## src/rtl/mem_arb_pkg.sv

```systemverilog
// Shared types for the two-port memory arbiter.
// Consumed by mem_arb_rr_pick and mem_port_arbiter.
package mem_arb_pkg;

  localparam int NPORTS      = 2;
  localparam int PORT_CORE   = 0;
  localparam int PORT_LOADER = 1;

  typedef logic [0:0] port_t;

  typedef enum logic [1:0] {
    IDLE,
    WR,
    RD,
    DONE
  } state_t;

  function automatic logic [NPORTS-1:0] port_onehot(
    input port_t p
  );
    logic [NPORTS-1:0] oh;
    oh = '0;
    oh[p] = 1'b1;
    return oh;
  endfunction

endpackage

```

## src/rtl/mem_arb_rr_pick.sv

```systemverilog
// Winner selection between the core and loader ports.
// MEM_ARB_FIXED_PRIO_EN makes the core win every tie.
module mem_arb_rr_pick
  import mem_arb_pkg::*;
(
  input  logic [NPORTS-1:0] valid,
  input  port_t             last_grant,
  output logic              any,
  output port_t             winner
);

`ifdef MEM_ARB_FIXED_PRIO_EN
  logic unused_last_grant;
  assign unused_last_grant = last_grant[0];
`endif

  always_comb begin
    any    = |valid;
    winner = port_t'(PORT_CORE);
    unique case (1'b1)
      valid == 2'b10: winner = port_t'(PORT_LOADER);
`ifdef MEM_ARB_FIXED_PRIO_EN
      valid == 2'b11: winner = port_t'(PORT_CORE);
`else
      valid == 2'b11: winner = ~last_grant;
`endif
      default:        winner = port_t'(PORT_CORE);
    endcase
  end

endmodule

```

## src/rtl/mem_port_arbiter.sv

```systemverilog
// Shares one memory between core (port 0) and loader (port 1).
// Round-robin unless MEM_ARB_FIXED_PRIO_EN is defined.
module mem_port_arbiter
  import mem_arb_pkg::*;
#(
  parameter int ADDR_W = 32,
  parameter int DATA_W = 32
) (
  input  logic                           clk,
  input  logic                           reset_n,
  input  logic [NPORTS-1:0]              rq_valid,
  input  logic [NPORTS-1:0]              rq_we,
  input  logic [NPORTS-1:0][ADDR_W-1:0]  rq_addr,
  input  logic [NPORTS-1:0][DATA_W-1:0]  rq_wdata,
  output logic [NPORTS-1:0]              rq_done,
  output logic [DATA_W-1:0]              rq_rdata,
  output logic [ADDR_W-1:0]              mem_in_addr,
  output logic [DATA_W-1:0]              mem_in_data,
  output logic                           mem_in_valid,
  input  logic                           mem_in_ready,
  output logic [ADDR_W-1:0]              mem_out_addr,
  output logic                           mem_out_valid,
  input  logic [DATA_W-1:0]              mem_out_data,
  input  logic                           mem_out_ready
);

  state_t state;
  state_t state_d;

  port_t last_grant;
  port_t grant;
  port_t last_grant_d;
  port_t grant_d;

  logic  pick_any;
  port_t pick_winner;

  logic [NPORTS-1:0] done_d;
  logic [DATA_W-1:0] rdata_d;
  logic [ADDR_W-1:0] in_addr_d;
  logic [DATA_W-1:0] in_data_d;
  logic [ADDR_W-1:0] out_addr_d;
  logic              in_valid_d;
  logic              out_valid_d;

  logic take;

  mem_arb_rr_pick u_pick (
    .valid      (rq_valid),
    .last_grant (last_grant),
    .any        (pick_any),
    .winner     (pick_winner)
  );

  assign take = (state == IDLE) && pick_any;

  always_ff @(posedge clk or negedge reset_n) begin
    if (!reset_n) begin
      state <= IDLE;
    end else begin
      state <= state_d;
    end
  end

  always_comb begin
    state_d = state;
    unique case (state)
      IDLE: begin
        if (pick_any) begin
          state_d = rq_we[pick_winner] ? WR : RD;
        end
      end
      WR:   if (mem_in_ready)  state_d = DONE;
      RD:   if (mem_out_ready) state_d = DONE;
      DONE: state_d = IDLE;
      default: state_d = IDLE;
    endcase
  end

  // Next values for every registered output; the memory sees the
  // latched copy of the winner's request, never the live inputs.
  always_comb begin
    grant_d      = grant;
    last_grant_d = last_grant;
    in_addr_d    = mem_in_addr;
    in_data_d    = mem_in_data;
    out_addr_d   = mem_out_addr;
    rdata_d      = rq_rdata;
    in_valid_d   = (state_d == WR);
    out_valid_d  = (state_d == RD);
    done_d       = '0;
    if (take) begin
      grant_d      = pick_winner;
      last_grant_d = pick_winner;
      if (rq_we[pick_winner]) begin
        in_addr_d = rq_addr[pick_winner];
        in_data_d = rq_wdata[pick_winner];
      end else begin
        out_addr_d = rq_addr[pick_winner];
      end
    end
    if ((state == RD) && mem_out_ready) begin
      rdata_d = mem_out_data;
    end
    if (state_d == DONE) begin
      done_d = port_onehot(grant);
    end
  end

  always_ff @(posedge clk or negedge reset_n) begin
    if (!reset_n) begin
      grant         <= port_t'(PORT_CORE);
      last_grant    <= port_t'(PORT_LOADER);
      mem_in_addr   <= '0;
      mem_in_data   <= '0;
      mem_in_valid  <= 1'b0;
      mem_out_addr  <= '0;
      mem_out_valid <= 1'b0;
      rq_done       <= '0;
      rq_rdata      <= '0;
    end else begin
      grant         <= grant_d;
      last_grant    <= last_grant_d;
      mem_in_addr   <= in_addr_d;
      mem_in_data   <= in_data_d;
      mem_in_valid  <= in_valid_d;
      mem_out_addr  <= out_addr_d;
      mem_out_valid <= out_valid_d;
      rq_done       <= done_d;
      rq_rdata      <= rdata_d;
    end
  end

endmodule
```

## config.mk

```make
export PLATFORM = sky130hd
export DESIGN_NAME = mem_port_arbiter
export DESIGN_NICKNAME = d
export VERILOG_FILES = /design/src/rtl/mem_arb_pkg.sv /design/src/rtl/mem_arb_rr_pick.sv /design/src/rtl/mem_port_arbiter.sv
export SDC_FILE = /design/constraint.sdc
export NUM_CORES = 1
export LEC_CHECK = 0
export ABC_AREA = 1
export CORE_ASPECT_RATIO = 1.75
export CORE_MARGIN = 2
export CORE_UTILIZATION = 35
export CTS_CLUSTER_DIAMETER = 80
export DETAILED_ROUTE_END_ITERATION = 7
export PLACE_DENSITY = 0.72
export SLEW_MARGIN = 20
export SYNTH_ARGS = -nofsm -noshare
export SYNTH_HDL_FRONTEND = slang
export SYNTH_SLANG_ARGS = --single-unit
```

## constraint.sdc

```tcl
create_clock -name clk -period 3.05 [get_ports clk]
set_input_delay 0.7625 -clock clk [delete_from_list [all_inputs] [get_ports clk]]
set_output_delay 0.7625 -clock clk [all_outputs]
set_load 0.05 [all_outputs]
```

==> results of run 1 <==
==> sequential cells by signal (all words and copies together) (netlist names) <==
register       flops
mem_out_valid      1
grant              1
mem_in_valid       1
state              2
last_grant         1
mem_in_data       32
rq_done            2
mem_in_addr       32
mem_out_addr      32
rq_rdata          32
==> kinds of logic after synthesis <==
logic type	share of synthesized area, %
AO/OA/AOI/OAI	0.419
buffers and inverters	4.23
AND/OR/NAND/NOR	32.3
flip-flops	57.0
multiplexers	6.03
==> stage by stage <==
| stage | total power, mW | utilization, % | cells | hold slack (ns) |
|---|---|---|---|---|
| finish | 11.6 | 57.8 | 1251 | 0.289 |
| global route | 12.2 | 57.8 | 1251 | 0.318 |
| floorplan | 7.30 | - | 720 | 0.402 |
| CTS | 11.8 | 57.8 | 1251 | 0.299 |
| detailed placement | 9.63 | 54.2 | 1219 | 0.435 |
| global placement | 9.57 | 54.2 | 1219 | 0.443 |
==> layout make-up <==
| class | instances | area [um^2] | share of cell area [%] |
|---|---|---|---|
| tap | 227 | 284 | 2.92 |
| inverter | 9 | 35.0 | 0.360 |
| clock inverter | 14 | 173 | 1.77 |
| timing repair buffer | 308 | 3100 | 31.8 |
| sequential | 136 | 3400 | 34.9 |
| clock buffer | 18 | 429 | 4.41 |
| multi-input combinational | 539 | 2320 | 23.8 |
==> worst register-to-register path, cell delays in order, from the launching register on <==
cell                      delay, ns
sky130_fd_sc_hd__dfrtp_1       0.39
sky130_fd_sc_hd__inv_2         0.08
sky130_fd_sc_hd__nand2_1       0.11
sky130_fd_sc_hd__nor2_4        0.19
sky130_fd_sc_hd__nand3_4       0.24
sky130_fd_sc_hd__inv_2         0.52
sky130_fd_sc_hd__nand2_1       0.13
sky130_fd_sc_hd__nand2_1       0.10
==> metal layers <==
| layer | vias up | GRT usage, % |
|---|---|---|
| li1 | 2766 | - |
| met1 | 2465 | 21.7 |
| met2 | 208 | 34.2 |
| met3 | 44 | 4.54 |
| met4 | 0 | 9.27 |
| met5 | - | 0 |
==> path summary, 6_finish.rpt <==
| check | cells past startpoint | from | to | slack [ns] |
|---|---|---|---|---|
| worst max-delay path | 1 | mem_in_addr[15] | mem_in_addr[15] | 0.68 |
| max in group asynchronous | 2 | reset_n | mem_out_addr[15] | 1.93 |
| worst max register to register | 7 | state[1] | mem_out_addr[10] | 1.23 |
| worst min register to register | 1 | grant | rq_done[0] | 0.43 |
| min in group clk | 1 | grant | rq_done[0] | 0.43 |
| worst min-delay path | 1 | reset_n | rq_rdata[22] | 0.29 |
==> power by group through the flow <==
stage / clock network [mW] / registers (mW) / logic, mW
final: 2.09 / 3.06 / 6.49
after global routing: 2.22 / 3.17 / 6.85
after CTS: 2.15 / 3.07 / 6.56
after detailed placement: 0 / 3.08 / 6.55
after global placement: 0 / 3.07 / 6.50
after floorplan: 0 / 5.90 / 1.40
==> layout by cell type (no fill, tap or decap), drive strengths merged <==
master and n:
clkdlybuf4s50 298, nor2 4, mux2 32, dfstp 1, clkinvlp 2, clkbuf 18, nand3 5, a21oi 2
o21ai 3, clkinv 7, buf 10, bufinv 3, nand2 492, dfrtp 135, inv 11, nand3b 1
==> out/summary.log, run 1 <==
qor: yosys.synth_largest_type_area_fraction 56.6%
qor: pwr.p_switching 5.56 mW
qor: critical_path.cp_data_required_time 2.29 ns
qor: yosys.synth_flop_cell sky130_fd_sc_hd__dfrtp_1
qor: yosys.ys_async_sr_fraction 100%
qor: critical_path.kind_of_cell_with_the_highest_combined_delay_on_the_critical_path buffers and inverters
qor: critical_path.startpoint_kind_of_the_worst_setup_timing_path flop
qor: drt.ant_nets 0
qor: sta.worst_clock_skew 0.00986 ns
qor: clock_tree.htree_levels 4
qor: drt.drt-pass1-iter-count 4
qor: critical_path.critPathCaptureType output pin
qor: die.io-pin-count 300
qor: sta.slew_at_the_pin_closest_to_its_max_slew_limit 0.618 ns
qor: sta.slew_headroom 58.8%
qor: drt.route.met2.wl 9.22 mm
qor: final_layout.n_antenna_cell 0
qor: critical_path.arrival_time_of_the_worst_setup_path 1.60 ns
qor: critical_path.path_max_fanout 2
qor: pwr.swShare 47.8%
qor: sta.timing.final.crit_period 2.37 ns
qor: yosys.post-synth-top-area-cell sky130_fd_sc_hd__dfrtp_1
qor: clock_tree.worst_skew_late_latency 0.40 ns
qor: drt.routed_via_density 4.38
qor: pwr.power.leakage 4.80 nW
qor: pwr.pwr-share-comb 55.7%
qor: global_routing.number_of_antenna_violations_at_the_first_check_in_global_routing 0
qor: yosys.synth_enable_flop_cells 0
qor: sta.timing.setup.tns 0 ns
qor: final_layout.final_design_area_no_fill 0.00974 mm^2
qor: clock_tree.postCtsSetupBuffers 0
qor: sta.hold_viol 0
qor: pwr.cell_internal_pwr 6.08 mW
qor: yosys.synth_most_common_cell sky130_fd_sc_hd__nand2_1
qor: clock_tree.tritoncts done
qor: placement.detailedPlace.worstSlack 0.359 ns
qor: final_layout.syn_to_final_growth 63.1%
qor: sta.grt_setup_unrepaired false
qor: sta.postLayoutSetupSlackWorst 0.683 ns
qor: pwr.power_density 1200 mW/mm^2
qor: yosys.synth_sequential_area_ratio 57.0%
qor: clock_tree.clock_path_buffers 2
qor: min_path.worstHoldPathType primary input to async pin
qor: drt.wl_met1 6.55 mm
qor: final_layout.fillCellCount 1539
qor: yosys.syn_nets 888
qor: pwr.ir_drop 0.000533 V
qor: drt.drcViolationCount 0
qor: clock_tree.hold_buffers 0
qor: sta.finalMaxSlewViolations 0
qor: die.initial_core_utilization 35.4%
qor: critical_path.timing.critical_path.cells clkdlybuf4s50_1
qor: die.rows 63
qor: status.status finished, final reports clean
qor: yosys.syn-mean-instance-area 8.29 um^2
qor: clock_tree.cts_sinks 136
qor: placement.detailed_place_hpwl 12.9 mm
qor: pwr.share_seq_of_total_power 26.3%
qor: placement.io_buffer_count 299
qor: global_routing.grt_max_degree 62
qor: clock_tree.post_cts_resized 0
qor: critical_path.cp_num_buf_inv 1
qor: yosys.yosys_warnings 0
qor: die.die_x 103 um
qor: drt.wirelength 17.7 mm
qor: clock_tree.clock-root-buffer sky130_fd_sc_hd__clkbuf_16
qor: die.dieHeight 177 um
qor: die.die_area 0.0182 mm^2
qor: placement.place_area 0.00914 mm^2
qor: global_routing.global_route.usage.total 19.5%
qor: final_layout.final_layout_size_suffix_gt1_share 8.20%
qor: critical_path.cp_slowest_cell sky130_fd_sc_hd__clkdlybuf4s50_1
qor: yosys.yosys_register_bits 136
qor: yosys.netlist_top_cells_area sky130_fd_sc_hd__dfrtp_1 57%, sky130_fd_sc_hd__nand2_1 31%, sky130_fd_sc_hd__mux2_2 6.0%
qor: drt.avgRoutedWirePerCell 14.1 um
qor: final_layout.final_net_count 1179
qor: drt.drt_first_iter_violations 109
qor: critical_path.cpPeakStageDelay 0.86 ns
qor: run.maxCapViolations 0
qor: placement.place.gp.congestion 0.846
qor: yosys.post_synth_num_cell_types 19
qor: global_routing.grt_pass1_wl 27.5 mm
qor: global_routing.total_gr_overflow 0
qor: clock_tree.cts-buffers-inserted 17
qor: sta.fmax 422 MHz
qor: yosys.syn-instance-count 720
qor: critical_path.timing.setup.critical_path_class flop to output pin
qor: yosys.post_synth_instance_area 0.00597 mm^2
qor: sta.setup_viol 0
qor: drt.met3RoutedLength 1.07 mm
qor: sta.fin_crit_sh 77.6%
qor: die.placeableCoreArea 0.0169 mm^2
qor: global_routing.number_of_global_route_vias_before_repair 5383
qor: clock_tree.clock_pin_slew_worst_setup_and_hold_paths 0.06 ns
qor: drt.detailroute.via_count 5483
qor: yosys.synth_top_cells_by_count 491 x sky130_fd_sc_hd__nand2_1, 135 x sky130_fd_sc_hd__dfrtp_1, 32 x sky130_fd_sc_hd__mux2_2
qor: drt.route.top_layer_used met4
qor: pwr.clockPowerShare 18.0%
No activity file was read; power rests on OpenSTA's default activity.
==> run 2, diff against run 1 <==
- PLACE_DENSITY: 0.72 -> 0.74
- clock period: 3.05 -> 1.9 ns (I/O delays scaled with it)
==> run 2 against run 1 <==
  * Cell count up 1.7%
  * First-iteration DRC count up 44%
  * Largest cell class unchanged
  * Sequential share of layout area up 0.058 points
  * Worst setup slack worse by 0.38 ns
  * Clock power up 67%
  * Non-clock buffer count up 22
  * Sequential power up 62%
  * Critical path depth up 8
==> out/summary.log, run 2 (same netlist as run 1, synthesis figures left out) <==
qor: final_layout.commonest_cells_after_routing_fill_and_taps_aside 490 x sky130_fd_sc_hd__nand2_1, 166 x sky130_fd_sc_hd__clkdlybuf4s50_1, 149 x sky130_fd_sc_hd__buf_4 [was 490 x sky130_fd_sc_hd__nand2_1, 298 x sky130_fd_sc_hd__clkdlybuf4s50_1, 135 x sky130_fd_sc_hd__dfrtp_1]
qor: critical_path.arrival_time_of_the_worst_setup_path 1.93 ns [was 1.60 ns]
qor: clock_tree.htree_levels 4 [unchanged]
qor: final_layout.final_common_cell sky130_fd_sc_hd__nand2_1 [unchanged]
qor: critical_path.kind_of_cell_with_the_highest_combined_delay_on_the_critical_path buffers and inverters [unchanged]
qor: global_routing.grt_pass1_wl 28.5 mm [was 27.5 mm]
qor: drt.wirelength 18.3 mm [was 17.7 mm]
qor: critical_path.cp_data_required_time 2.24 ns [was 2.29 ns]
qor: sta.finalMaxSlewViolations 0 [unchanged]
qor: final_layout.final_net_count 1201 [was 1179]
qor: final_layout.final_design_area_no_fill 0.00973 mm^2 [was 0.00974 mm^2]
qor: pwr.power.leakage 5.13 nW [was 4.80 nW]
qor: final_layout.n_antenna_cell 0 [unchanged]
qor: placement.detailed_place_hpwl 14.0 mm [was 12.9 mm]
qor: drt.drcViolationCount 0 [unchanged]
qor: die.dieHeight 177 um [unchanged]
qor: placement.place.gp.congestion 0.842 [was 0.846]
qor: sta.slew_headroom 74.1% [was 58.8%]
qor: sta.timing.final.crit_period 1.59 ns
qor: clock_tree.clock_path_buffers 2 [unchanged]
qor: pwr.post-layout-total-power 18.7 mW [was 11.6 mW]
qor: critical_path.timing.setup.critical_path_class primary input to flop [was flop to output pin]
qor: final_layout.instances_no_fill 1272 [was 1251]
qor: clock_tree.hold_buffers 1 [was 0]
qor: drt.detailroute.via_count 5596 [was 5483]
qor: final_layout.multi_input_area 0.00232 mm^2 [unchanged]
qor: critical_path.cp_slowest_cell sky130_fd_sc_hd__clkdlybuf4s50_1 [unchanged]
qor: drt.ant_nets 0 [unchanged]
qor: sta.hold_viol 0 [unchanged]
qor: clock_tree.cts_sinks 136 [unchanged]
qor: global_routing.total_gr_overflow 0 [unchanged]
qor: clock_tree.clock_pin_slew_worst_setup_and_hold_paths 0.06 ns [about the same]
qor: sta.holdWs 0.426 ns [was 0.289 ns]
qor: critical_path.cpPeakStageDelay 0.53 ns [was 0.86 ns]
qor: critical_path.cp_num_buf_inv 4 [was 1]
qor: die.initial_core_utilization 35.4% [unchanged]
qor: final_layout.sequential_cell_area 0.00340 mm^2 [unchanged]
qor: pwr.ir_drop 0.000887 V [was 0.000533 V]
qor: clock_tree.cts-buffers-inserted 17 [unchanged]
qor: final_layout.syn_to_final_growth 62.9% [was 63.1%]
qor: clock_tree.worst_skew_late_latency 0.41 ns [was 0.40 ns]
qor: global_routing.grt_max_degree 60 [was 62]
qor: status.status finished, final reports clean [unchanged]
qor: critical_path.cp_common_cell sky130_fd_sc_hd__nand2_1
qor: pwr.power_density 1930 mW/mm^2 [was 1200 mW/mm^2]
qor: sta.setup_viol 0 [unchanged]
qor: global_routing.global_route.usage.total 20.5% [was 19.5%]
qor: die.io-pin-count 300 [unchanged]
qor: final_layout.fillCellCount 1595 [was 1539]
qor: min_path.worstHoldPathType flop to flop [was primary input to async pin]
qor: drt.drt_first_iter_violations 157 [was 109]
qor: run.maxCapViolations 0 [unchanged]
qor: global_routing.number_of_antenna_violations_at_the_first_check_in_global_routing 0 [unchanged]
qor: clock_tree.tritoncts done [unchanged]
qor: sta.fmax 628 MHz
qor: critical_path.critPathCaptureType flop [was output pin]
qor: final_layout.final_layout_size_suffix_gt1_share 22.6% [was 8.20%]
qor: die.placeableCoreArea 0.0169 mm^2 [unchanged]
qor: sta.timing.setup.tns 0 ns [unchanged]
qor: placement.place_area 0.00909 mm^2 [was 0.00914 mm^2]
qor: critical_path.path_max_fanout 16 [was 2]
qor: critical_path.timing.critical_path.cells clkdlybuf4s50_1, nor2_1, nor2_4, buf_4, nand3_4, inv_2, buf_12, nand2_1, nand2_1 [was clkdlybuf4s50_1]
qor: die.die_area 0.0182 mm^2 [unchanged]
qor: sta.slew_at_the_pin_closest_to_its_max_slew_limit 0.389 ns [was 0.618 ns]
qor: clock_tree.clock-root-buffer sky130_fd_sc_hd__clkbuf_16 [unchanged]
qor: drt.routed_via_density 4.40 [was 4.38]
qor: sta.worst_clock_skew 0.0112 ns [was 0.00986 ns]
qor: placement.io_buffer_count 299 [unchanged]
qor: sta.grt_setup_unrepaired false [unchanged]
qor: placement.cell_total_after_placement 1240 [was 1219]
qor: clock_tree.post_cts_resized 0 [unchanged]
qor: clock_tree.postCtsSetupBuffers 0 [unchanged]
qor: critical_path.startpoint_kind_of_the_worst_setup_timing_path primary input [was flop]
qor: die.rows 63 [unchanged]
qor: global_routing.number_of_global_route_vias_before_repair 5643 [was 5383]
qor: sta.fin_crit_sh 83.8%
qor: drt.drt-pass1-iter-count 6 [was 4]
qor: drt.avgRoutedWirePerCell 14.4 um [was 14.1 um]
qor: die.die_x 103 um [unchanged]
## run 2: changes by cell type in the layout (fill, tap and decap cells not counted), sizes merged
cell | before | now
buf | 10 | 163
clkdlybuf4s50 | 298 | 166
dlygate4sd3 | 0 | 1
clkinv | 7 | 5
clkinvlp | 2 | 1
inv | 11 | 12
bufinv | 3 | 4
## run 2: layer usage
layer / vias to the layer above / track usage [%] / wire length [um]
met4: 0 / 8.77 / 571
met3: 31 / 4.23 / 1000
met1: 2558 / 22.4 / 6820
met5: - / 0 / 0
li1: 2814 / - / -
met2: 193 / 37.4 / 9950
## run 2: area by class of cell
type	count	area share (%)
Clock buffer	18	4.41
Clock inverter	13	1.99
Inverter	9	0.360
Multi-Input combinational cell	539	23.8
Sequential cell	136	35.0
Tap cell	227	2.92
Timing Repair Buffer	330	31.5
## run 2: worst paths after layout
path	start	end	slack, ns	depth (start not counted)
setup / recovery	rq_valid[1]	mem_out_addr[0]	0.31	9
hold / removal	grant	rq_done[0]	0.43	1
setup reg to reg	last_grant	mem_in_data[31]	0.40	8
hold reg to reg	grant	rq_done[0]	0.43	1
max in group asynchronous	reset_n	mem_out_addr[15]	0.80	3
min in group asynchronous	reset_n	rq_rdata[24]	0.53	2
## run 2: report_power, final
group | total, mW | switching (mW) | internal [mW] | leakage, nW
Sequential | 4.97 | 0.718 | 4.25 | 1.69
Clock | 3.48 | 1.27 | 2.21 | 0.302
Combinational | 10.3 | 7.06 | 3.22 | 3.14
Total | 18.7 | 9.05 | 9.69 | 5.13
## run 2: through the flow
stage / worst slack (ns) / utilization (%)
detailed placement: -0.122 / 53.9
CTS: 0.301 / 57.7
floorplan: 0.548 / -
finish: 0.307 / 57.7
global placement: -0.0533 / 53.9
global route: 0.178 / 57.7
